`config.mk`:
```
export PLATFORM = sky130hd
export DESIGN_NAME = if_fetch_unit_flat
export DESIGN_NICKNAME = d
export VERILOG_FILES = /design/src/rtl/if_fetch_unit_pkg.sv /design/src/rtl/if_fetch_unit_if.sv /design/src/rtl/if_fetch_unit_skid_buf.sv /design/src/rtl/if_fetch_unit.sv /design/src/flat_wrapper.sv
export SDC_FILE = /design/constraint.sdc
export NUM_CORES = 1
export LEC_CHECK = 0
export CAP_MARGIN = 40
export CORE_MARGIN = 2
export CORE_UTILIZATION = 52
export CTS_CLUSTER_SIZE = 28
export DETAILED_ROUTE_END_ITERATION = 6
export PLACE_DENSITY = 0.91
export SLEW_MARGIN = 20
export SYNTH_ARGS = -nofsm -noshare
export SYNTH_HDL_FRONTEND = slang
export SYNTH_HIERARCHICAL = 1
export SYNTH_SLANG_ARGS = --single-unit
```
`constraint.sdc`:
```
create_clock -name clk -period 4.6 [get_ports clk]
set_clock_uncertainty 0.05 [all_clocks]
set_input_delay 0.92 -clock clk [delete_from_list [all_inputs] [get_ports clk]]
set_output_delay 0.92 -clock clk [all_outputs]
set_load 0.005 [all_outputs]
```
`src/rtl/if_fetch_unit_pkg.sv`:
```
// ============================================================================
//  Module      : if_fetch_unit_pkg
//  Description : Shared types and constants for the instruction fetch unit:
//                FSM state encoding, word widths, PC increment, and the
//                PC/instruction pair carried by the output and skid stages.
//  Revision    : 1.0 - initial release
// ============================================================================
`default_nettype none

package if_fetch_unit_pkg;

    localparam int INSTR_W = 32;
    localparam int PAIR_W  = 2 * INSTR_W;

    localparam logic [INSTR_W-1:0] PC_INC = 32'd4;

    // Fetch sequencer states; the encoding width is explicit.
    typedef enum logic [1:0] {
        FETCH = 2'd0,
        WAIT  = 2'd1,
        DRAIN = 2'd2
    } fetch_state_t;

    // Pair handed to the IF/ID register: address of the next instruction
    // (fetch address + 4) and the fetched word.
    typedef struct packed {
        logic [INSTR_W-1:0] pc;
        logic [INSTR_W-1:0] instr;
    } fetch_pair_t;

    // Redirect targets are always word aligned; the low two bits are dropped.
    function automatic logic [INSTR_W-1:0] align_word(input logic [INSTR_W-1:0] a);
        return a & ~32'h0000_0003;
    endfunction

endpackage

`default_nettype wire

```
`src/rtl/if_fetch_unit_if.sv`:
```
// ============================================================================
//  Module      : if_fetch_unit_if
//  Description : Instruction-memory request/response bundle. The fetch unit
//                uses the master view, the memory model uses the slave view.
//  Revision    : 1.0 - initial release
// ============================================================================
`default_nettype none

interface if_fetch_unit_if;
    import if_fetch_unit_pkg::*;

    logic               imem_req;
    logic [INSTR_W-1:0] imem_addr;
    logic               imem_gnt;
    logic               imem_rvalid;
    logic [INSTR_W-1:0] imem_rdata;

    modport master (
        output imem_req,
        output imem_addr,
        input  imem_gnt,
        input  imem_rvalid,
        input  imem_rdata
    );

    modport slave (
        input  imem_req,
        input  imem_addr,
        output imem_gnt,
        output imem_rvalid,
        output imem_rdata
    );

endinterface

`default_nettype wire

```
`src/rtl/if_fetch_unit_skid_buf.sv`:
```
// ============================================================================
//  Module      : if_skid_buf
//  Description : One-entry skid buffer holding a PC/instruction pair that
//                arrived while the output register was stalled.
//                Priority: clear > load > unload.
//  Revision    : 1.0 - initial release
// ============================================================================
`default_nettype none

module if_skid_buf
    import if_fetch_unit_pkg::*;
(
    input  wire logic              clk,
    input  wire logic              rst,
    input  wire logic              i_load,
    input  wire logic              i_unload,
    input  wire logic              i_clear,
    input  wire logic [PAIR_W-1:0] i_din,
    output logic      [PAIR_W-1:0] o_dout,
    output logic                   o_full
);

    logic              r_full;
    logic [PAIR_W-1:0] r_data;

    // Occupancy flag and payload; a redirect empties the entry.
    always_ff @(posedge clk or posedge rst) begin
        if (rst) begin
            r_full <= 1'b0;
            r_data <= '0;
        end else if (i_clear) begin
            r_full <= 1'b0;
        end else if (i_load) begin
            r_full <= 1'b1;
            r_data <= i_din;
        end else if (i_unload) begin
            r_full <= 1'b0;
        end
    end

    assign o_dout = r_data;
    assign o_full = r_full;

endmodule

`default_nettype wire

```
`src/rtl/if_fetch_unit.sv`:
```
// ============================================================================
//  Module      : if_fetch_unit
//  Description : Single-outstanding instruction fetch stage. Issues one
//                memory request at a time, registers the PC/instruction pair
//                toward IF/ID, parks one response in a skid buffer under
//                stall, and handles branch redirects including draining an
//                in-flight response that belongs to the old path.
//  Revision    : 1.0 - initial release
// ============================================================================
`default_nettype none

module if_fetch_unit
    import if_fetch_unit_pkg::*;
#(
    parameter logic [INSTR_W-1:0] RESET_PC = 32'h0000_0000
)(
    input  wire logic               clk,
    input  wire logic               rst,
    if_fetch_unit_if.master         imem,
    input  wire logic               br_taken,
    input  wire logic [INSTR_W-1:0] br_target,
    input  wire logic               stall,
    output logic                    out_valid,
    output logic      [INSTR_W-1:0] PC,
    output logic      [INSTR_W-1:0] Instruction
);

    fetch_state_t       r_state;
    fetch_state_t       w_next_state;
    logic [INSTR_W-1:0] r_fetch_pc;
    logic               r_out_valid;
    logic [INSTR_W-1:0] r_pc;
    logic [INSTR_W-1:0] r_instr;

    logic               w_skid_full;
    fetch_pair_t        w_skid_in;
    fetch_pair_t        w_skid_out;

    logic               w_grant;
    logic               w_rsp_accept;
    logic               w_consume;
    logic               w_load_out;
    logic               w_skid_load;
    logic               w_skid_unload;
    logic [INSTR_W-1:0] w_pc_plus;
    logic [INSTR_W-1:0] w_br_pc;

    // A grant only counts while a request is actually being driven.
    assign w_grant       = imem.imem_req && imem.imem_gnt;
    // Responses are honoured only in WAIT and only if no redirect kills them.
    assign w_rsp_accept  = (r_state == WAIT) && imem.imem_rvalid && !br_taken;
    assign w_consume     = r_out_valid && !stall;
    assign w_load_out    = w_rsp_accept && (!r_out_valid || !stall);
    assign w_skid_load   = w_rsp_accept && r_out_valid && stall;
    assign w_skid_unload = w_consume && w_skid_full && !br_taken;
    assign w_pc_plus     = r_fetch_pc + PC_INC;
    assign w_br_pc       = align_word(br_target);
    assign w_skid_in     = '{pc: w_pc_plus, instr: imem.imem_rdata};

    if_skid_buf u_skid (
        .clk      (clk),
        .rst      (rst),
        .i_load   (w_skid_load),
        .i_unload (w_skid_unload),
        .i_clear  (br_taken),
        .i_din    (w_skid_in),
        .o_dout   (w_skid_out),
        .o_full   (w_skid_full)
    );

    // FSM state register.
    always_ff @(posedge clk or posedge rst) begin
        if (rst) begin
            r_state <= FETCH;
        end else begin
            r_state <= w_next_state;
        end
    end

    // FSM next-state: a granted request moves to WAIT, or to DRAIN if it is
    // already stale because of a same-cycle redirect.
    always_comb begin
        w_next_state = r_state;
        case (r_state)
            FETCH: begin
                if (w_grant) begin
                    w_next_state = br_taken ? DRAIN : WAIT;
                end
            end
            WAIT: begin
                if (imem.imem_rvalid) begin
                    w_next_state = FETCH;
                end else if (br_taken) begin
                    w_next_state = DRAIN;
                end
            end
            DRAIN: begin
                if (imem.imem_rvalid) begin
                    w_next_state = FETCH;
                end
            end
            default: w_next_state = FETCH;
        endcase
    end

    // FSM outputs: request only while fetching and the skid has room.
    always_comb begin
        imem.imem_req  = (r_state == FETCH) && !w_skid_full;
        imem.imem_addr = r_fetch_pc;
    end

    // Fetch address: redirect wins, otherwise advance on an accepted response.
    always_ff @(posedge clk or posedge rst) begin
        if (rst) begin
            r_fetch_pc <= RESET_PC;
        end else if (br_taken) begin
            r_fetch_pc <= w_br_pc;
        end else if (w_rsp_accept) begin
            r_fetch_pc <= w_pc_plus;
        end
    end

    // Output register toward IF/ID; a fresh response beats a skid refill,
    // which beats simply emptying after consumption.
    always_ff @(posedge clk or posedge rst) begin
        if (rst) begin
            r_out_valid <= 1'b0;
            r_pc        <= '0;
            r_instr     <= '0;
        end else if (br_taken) begin
            r_out_valid <= 1'b0;
        end else if (w_load_out) begin
            r_out_valid <= 1'b1;
            r_pc        <= w_pc_plus;
            r_instr     <= imem.imem_rdata;
        end else if (w_skid_unload) begin
            r_out_valid <= 1'b1;
            r_pc        <= w_skid_out.pc;
            r_instr     <= w_skid_out.instr;
        end else if (w_consume) begin
            r_out_valid <= 1'b0;
        end
    end

    assign out_valid   = r_out_valid;
    assign PC          = r_pc;
    assign Instruction = r_instr;

endmodule

`default_nettype wire

```
`src/flat_wrapper.sv`:
```
// flat-port wrapper written by rule: the top's interface ports become plain ports
module if_fetch_unit_flat import if_fetch_unit_pkg::*;
#(
    parameter logic [INSTR_W-1:0] RESET_PC = 32'h0000_0000
)
  (clk, rst, br_taken, br_target, stall, out_valid, PC, Instruction, imem_imem_req, imem_imem_addr, imem_imem_gnt, imem_imem_rvalid, imem_imem_rdata);
  if_fetch_unit_if imem_i ();
  input  wire logic clk;
  input  wire logic rst;
  input  wire logic br_taken;
  input  wire logic [INSTR_W-1:0] br_target;
  input  wire logic stall;
  output logic out_valid;
  output logic      [INSTR_W-1:0] PC;
  output logic      [INSTR_W-1:0] Instruction;
  output wire logic [$bits(imem_i.imem_req)-1:0] imem_imem_req;
  output wire logic [$bits(imem_i.imem_addr)-1:0] imem_imem_addr;
  input wire logic [$bits(imem_i.imem_gnt)-1:0] imem_imem_gnt;
  input wire logic [$bits(imem_i.imem_rvalid)-1:0] imem_imem_rvalid;
  input wire logic [$bits(imem_i.imem_rdata)-1:0] imem_imem_rdata;
  assign imem_imem_req = imem_i.imem_req;
  assign imem_imem_addr = imem_i.imem_addr;
  assign imem_i.imem_gnt = imem_imem_gnt;
  assign imem_i.imem_rvalid = imem_imem_rvalid;
  assign imem_i.imem_rdata = imem_imem_rdata;
  if_fetch_unit #(.RESET_PC(RESET_PC)) u_core (.clk(clk), .rst(rst), .imem(imem_i), .br_taken(br_taken), .br_target(br_target), .stall(stall), .out_valid(out_valid), .PC(PC), .Instruction(Instruction));
endmodule
```
Word-level counts from Yosys, hierarchy flattened

Cells that the tools add are included.

Add/subtract/negate cells: 1
Multiply operators: 0
Divide/modulo/power cells: 0
Order comparisons: 0
Equal/unequal tests: 5
Shifts and indexed selects: 0
Multiplexer cells: 19
Bitwise gates (word level): 1
Reductions and logical operators: 23

Operators by type and width:

| cell                                                                    | count |
|---|---|
| 32-bit 2-to-1 mux                                                       | 6 |
| 32-bit by 3-bit adder with 32-bit output, second input constant         | 1 |
| 1-bit logical AND                                                       | 10 |
| 2-bit 2-to-1 mux                                                        | 5 |
| 1-bit 2-to-1 mux                                                        | 7 |
| 2-bit case mux with 3 select lines                                      | 1 |
| 1-bit zero test                                                         | 4 |
| 2-bit AND reduction                                                     | 2 |
| 2-bit nonzero test                                                      | 2 |
| 4-bit nonzero test                                                      | 1 |
| 3-bit inequality test, second input constant                            | 1 |
| 3-bit AND reduction                                                     | 1 |
| 3-bit nonzero test                                                      | 1 |
| 2-bit by 1-bit == test with 1-bit output, second input constant         | 1 |
| 2-bit == test, second input constant                                    | 1 |
| 2-bit zero test                                                         | 1 |
| 2-bit by 1-bit inequality test with 1-bit output, second input constant | 1 |
| 2-bit inequality test, second input constant                            | 1 |
| 1-bit logical OR                                                        | 1 |
| 1-bit inverter                                                          | 1 |

Register bits after elaboration: 164
Latch bits: 0
RAM bits: 0
ROM bits: 0
Input bits: 70
Output and inout port bits: 98
Logic and storage cells: 56
Memories: 0

Logic depth before layout (Yosys ltp)

Gate-level depths: netlist of run 1.

Depth after elaboration: 7
Depth in mapped cells: 8
Mapped depth without buffers: 6

Modules after synthesis

The synthesis of run 1 kept the hierarchy.

By module, submodules not included:

| module        | instances | cells each | area an instance (µm²) | sequential area each (µm²) |
|---|---|---|---|---|
| if_fetch_unit | 1         | 620        | 5642.9                 | 2427.3 |
| if_skid_buf   | 1         | 141        | 2745.1                 | 1626.6 |

Worst setup path before layout of run 1

OpenSTA, ideal clock, no wires.

Kind: in2reg
Start point: in br_taken
End point: reg u_core.u_skid.r_data[0] (netlist: u_core/u_skid/o_dout[0])
Setup time: 0.125 ns
Data arrival time: 2.467 ns
Required time: 4.425 ns
Path slack: 1.958 ns
Stages: 8
Path buffers: 5
Cell sequence: clkbuf_1 clkbuf_1 clkbuf_1 nor3_1 nor2b_4 buf_12 buf_12 mux2_4

Longest elaborated chain between the ends: 5
Elaborated cells between the ends (all ways): 6
Those cells by class: 1 x bitwise; 5 x reduce/logical

Ends and longest elaborated chain:

| item                                 | RTL line                     | text |
|---|---|---|
| start: declaration                   | flat_wrapper.sv:10           | `input wire logic br_taken;` |
| 1-bit zero test                      | if_fetch_unit.sv:51          | `assign w_rsp_accept = (r_state == WAIT) && imem.imem_rvalid && !br_taken;` |
| 1-bit logical AND                    | if_fetch_unit.sv:51          |  |
| 1-bit logical AND (2 in a row)       | if_fetch_unit.sv:54          | `assign w_skid_load = w_rsp_accept && r_out_valid && stall;` |
| named net u_core.w_skid_load         | if_fetch_unit.sv:43          | `logic w_skid_load;` |
| 2-bit AND reduction (no source line) | --                           |  |
| end signal: assignment               | if_fetch_unit_skid_buf.sv:35 | `r_data <= i_din;` |
| end: declaration                     | if_fetch_unit_skid_buf.sv:24 | `logic [PAIR_W-1:0] r_data;` |

The timed path passes the listed nets, and every way through them passes these cells.
A chain may end at the register's enable or synchronous reset.

Worst setup path in the final report of run 1

Start point: in imem_imem_rvalid
End point: reg u_core.u_skid.r_data[23] (netlist: u_core/u_skid/o_dout[23])

Longest elaborated chain between the ends: 5

Ends and longest elaborated chain:

| item                                 | RTL line            | text |
|---|---|---|
| start: declaration                   | flat_wrapper.sv:19  | `input wire logic [$bits(imem_i.imem_rvalid)-1:0] imem_imem_rvalid;` |
| 1-bit logical AND (2 in a row)       | if_fetch_unit.sv:51 |  |
| 1-bit logical AND (2 in a row)       | if_fetch_unit.sv:54 |  |
| named net u_core.w_skid_load         | if_fetch_unit.sv:43 |  |
| 2-bit AND reduction (no source line) | --                  |  |

The timed path passes the listed nets, and every way through them passes these cells.

==> flow_metrics.py, run 1 <==
metrics = {
    "clock_network": {
        "cts_sinks": 162,
        "clk_path_buf_depth": 2,
        "post-cts-setup-buffers": 0,
        "root_buffer": "clkbuf_16",
        "cts_resized": 0,
        "clkTransAtPathRegs_ps": 60,
        "cts_htree_levels": 4,
        "cts_buffers": 17,
        "cts_hold_buf": 0,
        "clock_latency_ps": 420,
        "cts_tree": "done",
    },
    "worst_setup_path": {
        "cp_data_arrival_time_ps": 3300,
        "critPathCaptureType": "register",
        "crit_type": "primary input to register",
        "worst-path-max-fanout": 64,
        "required_ps": 4860,
        "startpoint_type": "primary input",
    },
    "pwr": {
        "powerDensity_nw_per_um2": 422,
        "cellLeakagePower_nw": 4.35,
        "fin_total_pwr_mw": 4.53,
        "peakVddDrop_uv": 270,
    },
    "synthesis": {
        "ys_warn_count": 6,
        "ys_seq_elements": 162,
        "synth_ff_type": "dfrtp_1",
        "async_flop_share": 1.00,
        "synth_area_leader_cell": "dfrtp_1",
        "ys_top_cells_by_count": "162 x dfrtp_1, 84 x nand2_1, 60 x mux2_4",
        "netlist_instances": 761,
        "yosys-top-cells-area": "dfrtp_1 48%, mux2_4 11%, mux2i_1 5.6%",
        "netlist_area_sq_um": 8390,
        "yosysMostFrequentCell": "dfrtp_1",
        "avgSynthCellArea_sq_um": 11.0,
        "synth_edf_count": 0,
        "ys_seq_area_frac": 0.483,
        "yosys.area.top_type_share": 0.483,
        "synth_cell_type_count": 52,
    },
    "sta": {
        "finalSetupViolations": 0,
        "hold_viol": 0,
        "period_share": 0.662,
        "worst_pin_slew_ps": 609,
        "tns_ps": 0,
        "maxSlewHeadroom": 0.594,
        "fmax_mhz": 328,
        "slew_viol_final": 0,
        "fin_crit_ps": 3040,
        "grt_setup_unrepaired": "no",
    },
    "cells_and_area": {
        "multi_input_area_sq_um": 3920,
        "regArea_sq_um": 4050,
        "n_fill_cell": 1151,
        "drive_gt1_frac": 0.137,
        "area_growth_pct": 28.0,
        "fin_nets": 972,
        "antenna_cells": 0,
    },
    "detailed_routing": {
        "vias": 6667,
        "drt_first_pass_iters": 5,
        "drt-total-wl_microns": 21300,
        "drc_errors": 0,
        "vias_per_cell": 5.90,
        "ant_nets": 0,
        "drtIter0Drc": 423,
        "post_drt_wl_per_cell_microns": 18.9,
    },
    "global_route": {
        "grt.total_usage": 0.253,
        "antenna_found_initial": 0,
        "grt_use_met3": 0.0497,
        "grt_pass1_vias": 6566,
        "overflow": 0,
        "grt_max_degree": 84,
        "busiest_layer": "met2",
        "grt_pass1_wl_microns": 33700,
        "grt_use_met2": 0.399,
        "grtUsageMet1": 0.347,
    },
    "job": {
        "maxCapViolations": 0,
    },
    "floorplan": {
        "core_sq_um": 15800,
        "fp.dieW_microns": 131,
        "die_h_microns": 131,
        "io_pins": 168,
        "dieArea_sq_um": 17200,
        "num_rows": 46,
        "start_util": 0.530,
    },
    "placed_design": {
        "dp_hpwl_microns": 14500,
        "io_buffers": 163,
        "gp_congestion": 0.925,
    },
    "run_status": {
        "status": "finished clean",
    },
    "hold_path": {
        "hp-class": "register to register",
    },
}
final cells by class:
cell class	count	share of cell area
inverters	10	0.00373
multi-input cells	532	0.366
flip-flops and latches	162	0.378
clock inverters	10	0.0138
well taps	216	0.0252
clock buffers	22	0.0432
repair buffers	178	0.171
logic make-up after synthesis:
family                     after synthesis  share of synthesized area
DFF                                    162                      0.483
buffers and inverters                   70                     0.0524
and+or+nand+nor                        243                      0.157
other                                    1                   0.000447
AOI/OAI and AO/OA                      149                      0.111
muxes                                  113                      0.172
xor gates and xnor gates                22                     0.0230
adders and majority gates                1                    0.00149
layout by cell type (no fill, tap or decap), types with 16 or more instances in the layout:
master	instances
nand2_1	84
mux2i_1	47
a211oi_1	20
nand3_1	20
clkbuf_16	17
nor2_1	36
o31ai_1	24
a31oi_1	33
or4_1	23
nor2b_1	16
mux2_4	60
o21ai_0	46
dfrtp_1	162
clkdlybuf4s50_1	163
xnor2_1	16
state kept, by name, summed over array words and instances (netlist names):
signal	count
u_core/PC	32
u_core/r_state	2
u_core/out_valid	1
u_core/imem.imem_addr	30
u_core/u_skid/o_dout	64
u_core/Instruction	32
u_core/u_skid/o_full	1
path summary, 6_finish.rpt:
kind,to,slack (ps),cells past startpoint,startpoint
min in group asynchronous,u_core/Instruction[17],900,2,rst
setup reg to reg,u_core/u_skid/o_dout[23],2020,5,u_core/r_state[1]
hold / removal,u_core/u_skid/o_dout[10],460,1,u_core/u_skid/o_dout[10]
max in group asynchronous,u_core/imem.imem_addr[14],2680,4,rst
setup / recovery,u_core/u_skid/o_dout[23],1560,6,imem_imem_rvalid
hold reg to reg,u_core/u_skid/o_dout[10],460,1,u_core/u_skid/o_dout[10]
through the flow:
step	hold WS [ps]	worst slack [ps]	utilization	instances	cell area (sq um)
2_1_floorplan	426	1100	-	764	8400
3_3_place_gp	440	1190	0.635	1094	10100
3_5_place_dp	445	1160	0.639	1096	10100
4_1_cts	461	1610	0.677	1128	10700
5_1_grt	474	1420	0.678	1130	10700
6_report	461	1560	0.678	1130	10700
worst max-delay path, cell delays in order:
cell and delay (ps):
clkdlybuf4s50_1 500, nand3b_1 420, nor3_1 390, nor2b_4 210
buf_12 420, mux2_2 390
power breakdown:
part / leakage, nW / total [mW] / switching [mW] / internal (mW)
combinational: 1.98 / 1.17 / 0.458 / 0.716
sequential: 2.08 / 1.89 / 0.205 / 1.69
clock: 0.288 / 1.46 / 0.572 / 0.889
total: 4.35 / 4.53 / 1.23 / 3.30
routing by layer:
layer | share of wire | wire length (microns)
met1 | 0.44 | 9310
met4 | 0.024 | 512
met2 | 0.47 | 10000
met3 | 0.070 | 1500
met5 | 0 | 0
(Power assumes the default switching activity.)
==> run 2, diff against run 1 <==
- clock period: 4.6 -> 2.9 ns (I/O delays scaled with it)
==> run 2 against run 1 <==
Effect of this change:
- the run now ends with design-rule violations left
- largest cell class unchanged
- worst setup slack worse by 1200 ps
- routed wire length is 0.88% higher
- critical path type is now register to register
- combinational power is 58% higher
- flip-flop and latch count stayed put
- count of clock-buffer cells in the layout is 5 lower
- via count is 0.54% higher
- global-route usage is 0.64 points higher
- clock power is 46% higher
- sequential power is 59% higher
- critical endpoint is now u_core/u_skid/o_dout[58]
- register-to-register slack worse by 1700 ps
- total power is 54% higher
- worst hold slack better by 2.3 ps
==> flow_metrics.py, run 2 (synthesis gave the netlist of run 1 again) <==
metrics = {
    "sta": {
        "finalSetupViolations": 0,
        "grt_setup_unrepaired": "no",
        "fmax_mhz": 393,
        "maxSlewHeadroom": 0.617,
        "fin_crit_ps": 2540,
        "tns_ps": 0,
        "worst_pin_slew_ps": 571,
        "period_share": 0.877,
        "setup_ws_ps": 357,
        "slew_viol_final": 0,
        "hold_viol": 0,
        "whs_ps": 463,
    },
    "cells_and_area": {
        "fin_nets": 978,
        "drive_gt1_frac": 0.146,
        "antenna_cells": 0,
        "finalNonFillerCells": 1136,
        "regArea_sq_um": 4050,
        "final_common_cell": "clkdlybuf4s50_1",
        "largest_register_ffs": 64,
        "area_growth_pct": 28.3,
        "layout_common_cells": "163 x clkdlybuf4s50_1, 162 x dfrtp_1, 84 x nand2_1",
        "fin_area_sq_um": 10800,
        "final_core_util": 0.680,
        "multi_input_area_sq_um": 3920,
        "n_fill_cell": 1147,
    },
    "global_route": {
        "grt_max_degree": 66,
        "grt.total_usage": 0.259,
        "grt_pass1_vias": 6577,
        "overflow": 0,
        "antenna_found_initial": 0,
        "grt_pass1_wl_microns": 34500,
    },
    "detailed_routing": {
        "vias_per_cell": 5.90,
        "drt_first_pass_iters": 7,
        "drtIter0Drc": 458,
        "ant_nets": 0,
        "post_drt_wl_per_cell_microns": 19.0,
        "drc_errors": 7,
        "drt-total-wl_microns": 21500,
        "vias": 6703,
    },
    "worst_setup_path": {
        "reg2reg_depth": 6,
        "crit_path_top_delay_cell": "o31ai_1",
        "cp_data_arrival_time_ps": 2810,
        "crit_type": "register to register",
        "max_stage_delay_ps": 550,
        "critPathCaptureType": "register",
        "startpoint_type": "register",
        "required_ps": 3160,
        "worst-path-max-fanout": 11,
        "path_delay_family": "simple AND/OR/NAND/NOR gates",
        "crit_cells": 6,
        "cp_cell_sequence": "ha_1 -> and3_1 -> nand2_1 -> o31ai_1 -> nand2_1 -> mux2_4",
        "worst_path_most_repeated_cell": "nand2_1",
        "crit_buf_inv": 0,
    },
    "pwr": {
        "powerDensity_nw_per_um2": 650,
        "cellLeakagePower_nw": 4.37,
        "peakVddDrop_uv": 446,
        "fin_total_pwr_mw": 6.99,
    },
    "job": {
        "maxCapViolations": 0,
    },
    "placed_design": {
        "dp_hpwl_microns": 14400,
        "place_inst": 1104,
        "gp_congestion": 0.902,
        "place_ws_ps": 274,
        "placed_area_sq_um": 10200,
        "io_buffers": 163,
    },
    "clock_network": {
        "root_buffer": "clkbuf_16",
        "cts_hold_buf": 0,
        "cts_resized": 0,
        "cts_sinks": 162,
        "cts_tree": "done",
        "post-cts-setup-buffers": 0,
        "cts_htree_levels": 4,
        "clock_latency_ps": 430,
        "cts_buffers": 17,
        "clkTransAtPathRegs_ps": 60,
        "clk_path_buf_depth": 2,
    },
    "floorplan": {
        "core_sq_um": 15800,
        "io_pins": 168,
        "die_h_microns": 131,
        "dieArea_sq_um": 17200,
        "start_util": 0.530,
        "fp.dieW_microns": 131,
        "num_rows": 46,
    },
    "run_status": {
        "violations": "design-rule violations",
        "status": "finished with violations",
    },
    "hold_path": {
        "hold_depth": 1,
        "hp-class": "register to register",
    },
}
## run 2: cell type report
| cell class | instances | share of cell area |
|---|---|---|
| flip-flops and latches | 162 | 0.377 |
| multi-input cells | 532 | 0.365 |
| clock inverters | 15 | 0.0126 |
| well taps | 216 | 0.0251 |
| repair buffers | 184 | 0.178 |
| clock buffers | 17 | 0.0395 |
| inverters | 10 | 0.00384 |
## run 2: path summary, 6_finish.rpt
check / startpoint / endpoint / slack [ps]
max: u_core/imem.imem_addr[2] / u_core/u_skid/o_dout[58] / 360
min: u_core/u_skid/o_dout[24] / u_core/u_skid/o_dout[24] / 460
max reg2reg: u_core/imem.imem_addr[2] / u_core/u_skid/o_dout[58] / 360
min reg2reg: u_core/u_skid/o_dout[24] / u_core/u_skid/o_dout[24] / 460
max in group asynchronous: rst / u_core/PC[26] / 1610
min in group asynchronous: rst / u_core/Instruction[16] / 530
## run 2: where the power goes
group | switching, mW | internal, mW | total (mW)
combinational | 0.711 | 1.14 | 1.85
clock | 0.946 | 1.19 | 2.13
sequential | 0.330 | 2.68 | 3.01
## run 2: metal layers
metal,part of all wire,vias to the layer above,global-route usage
met5,0,-,0
met4,0.030,0,0.105
met3,0.071,63,0.0444
met2,0.47,322,0.410
met1,0.43,3263,0.358
li1,-,3055,-
## run 2: worst register-to-register path, delay by kind of cell, from the launching register on
kind,cells,cell delay (ps)
AOI/OAI and AO/OA,1,550
and+or+nand+nor,3,770
DFF,1,490
adders and majority gates,1,300
muxes,1,270
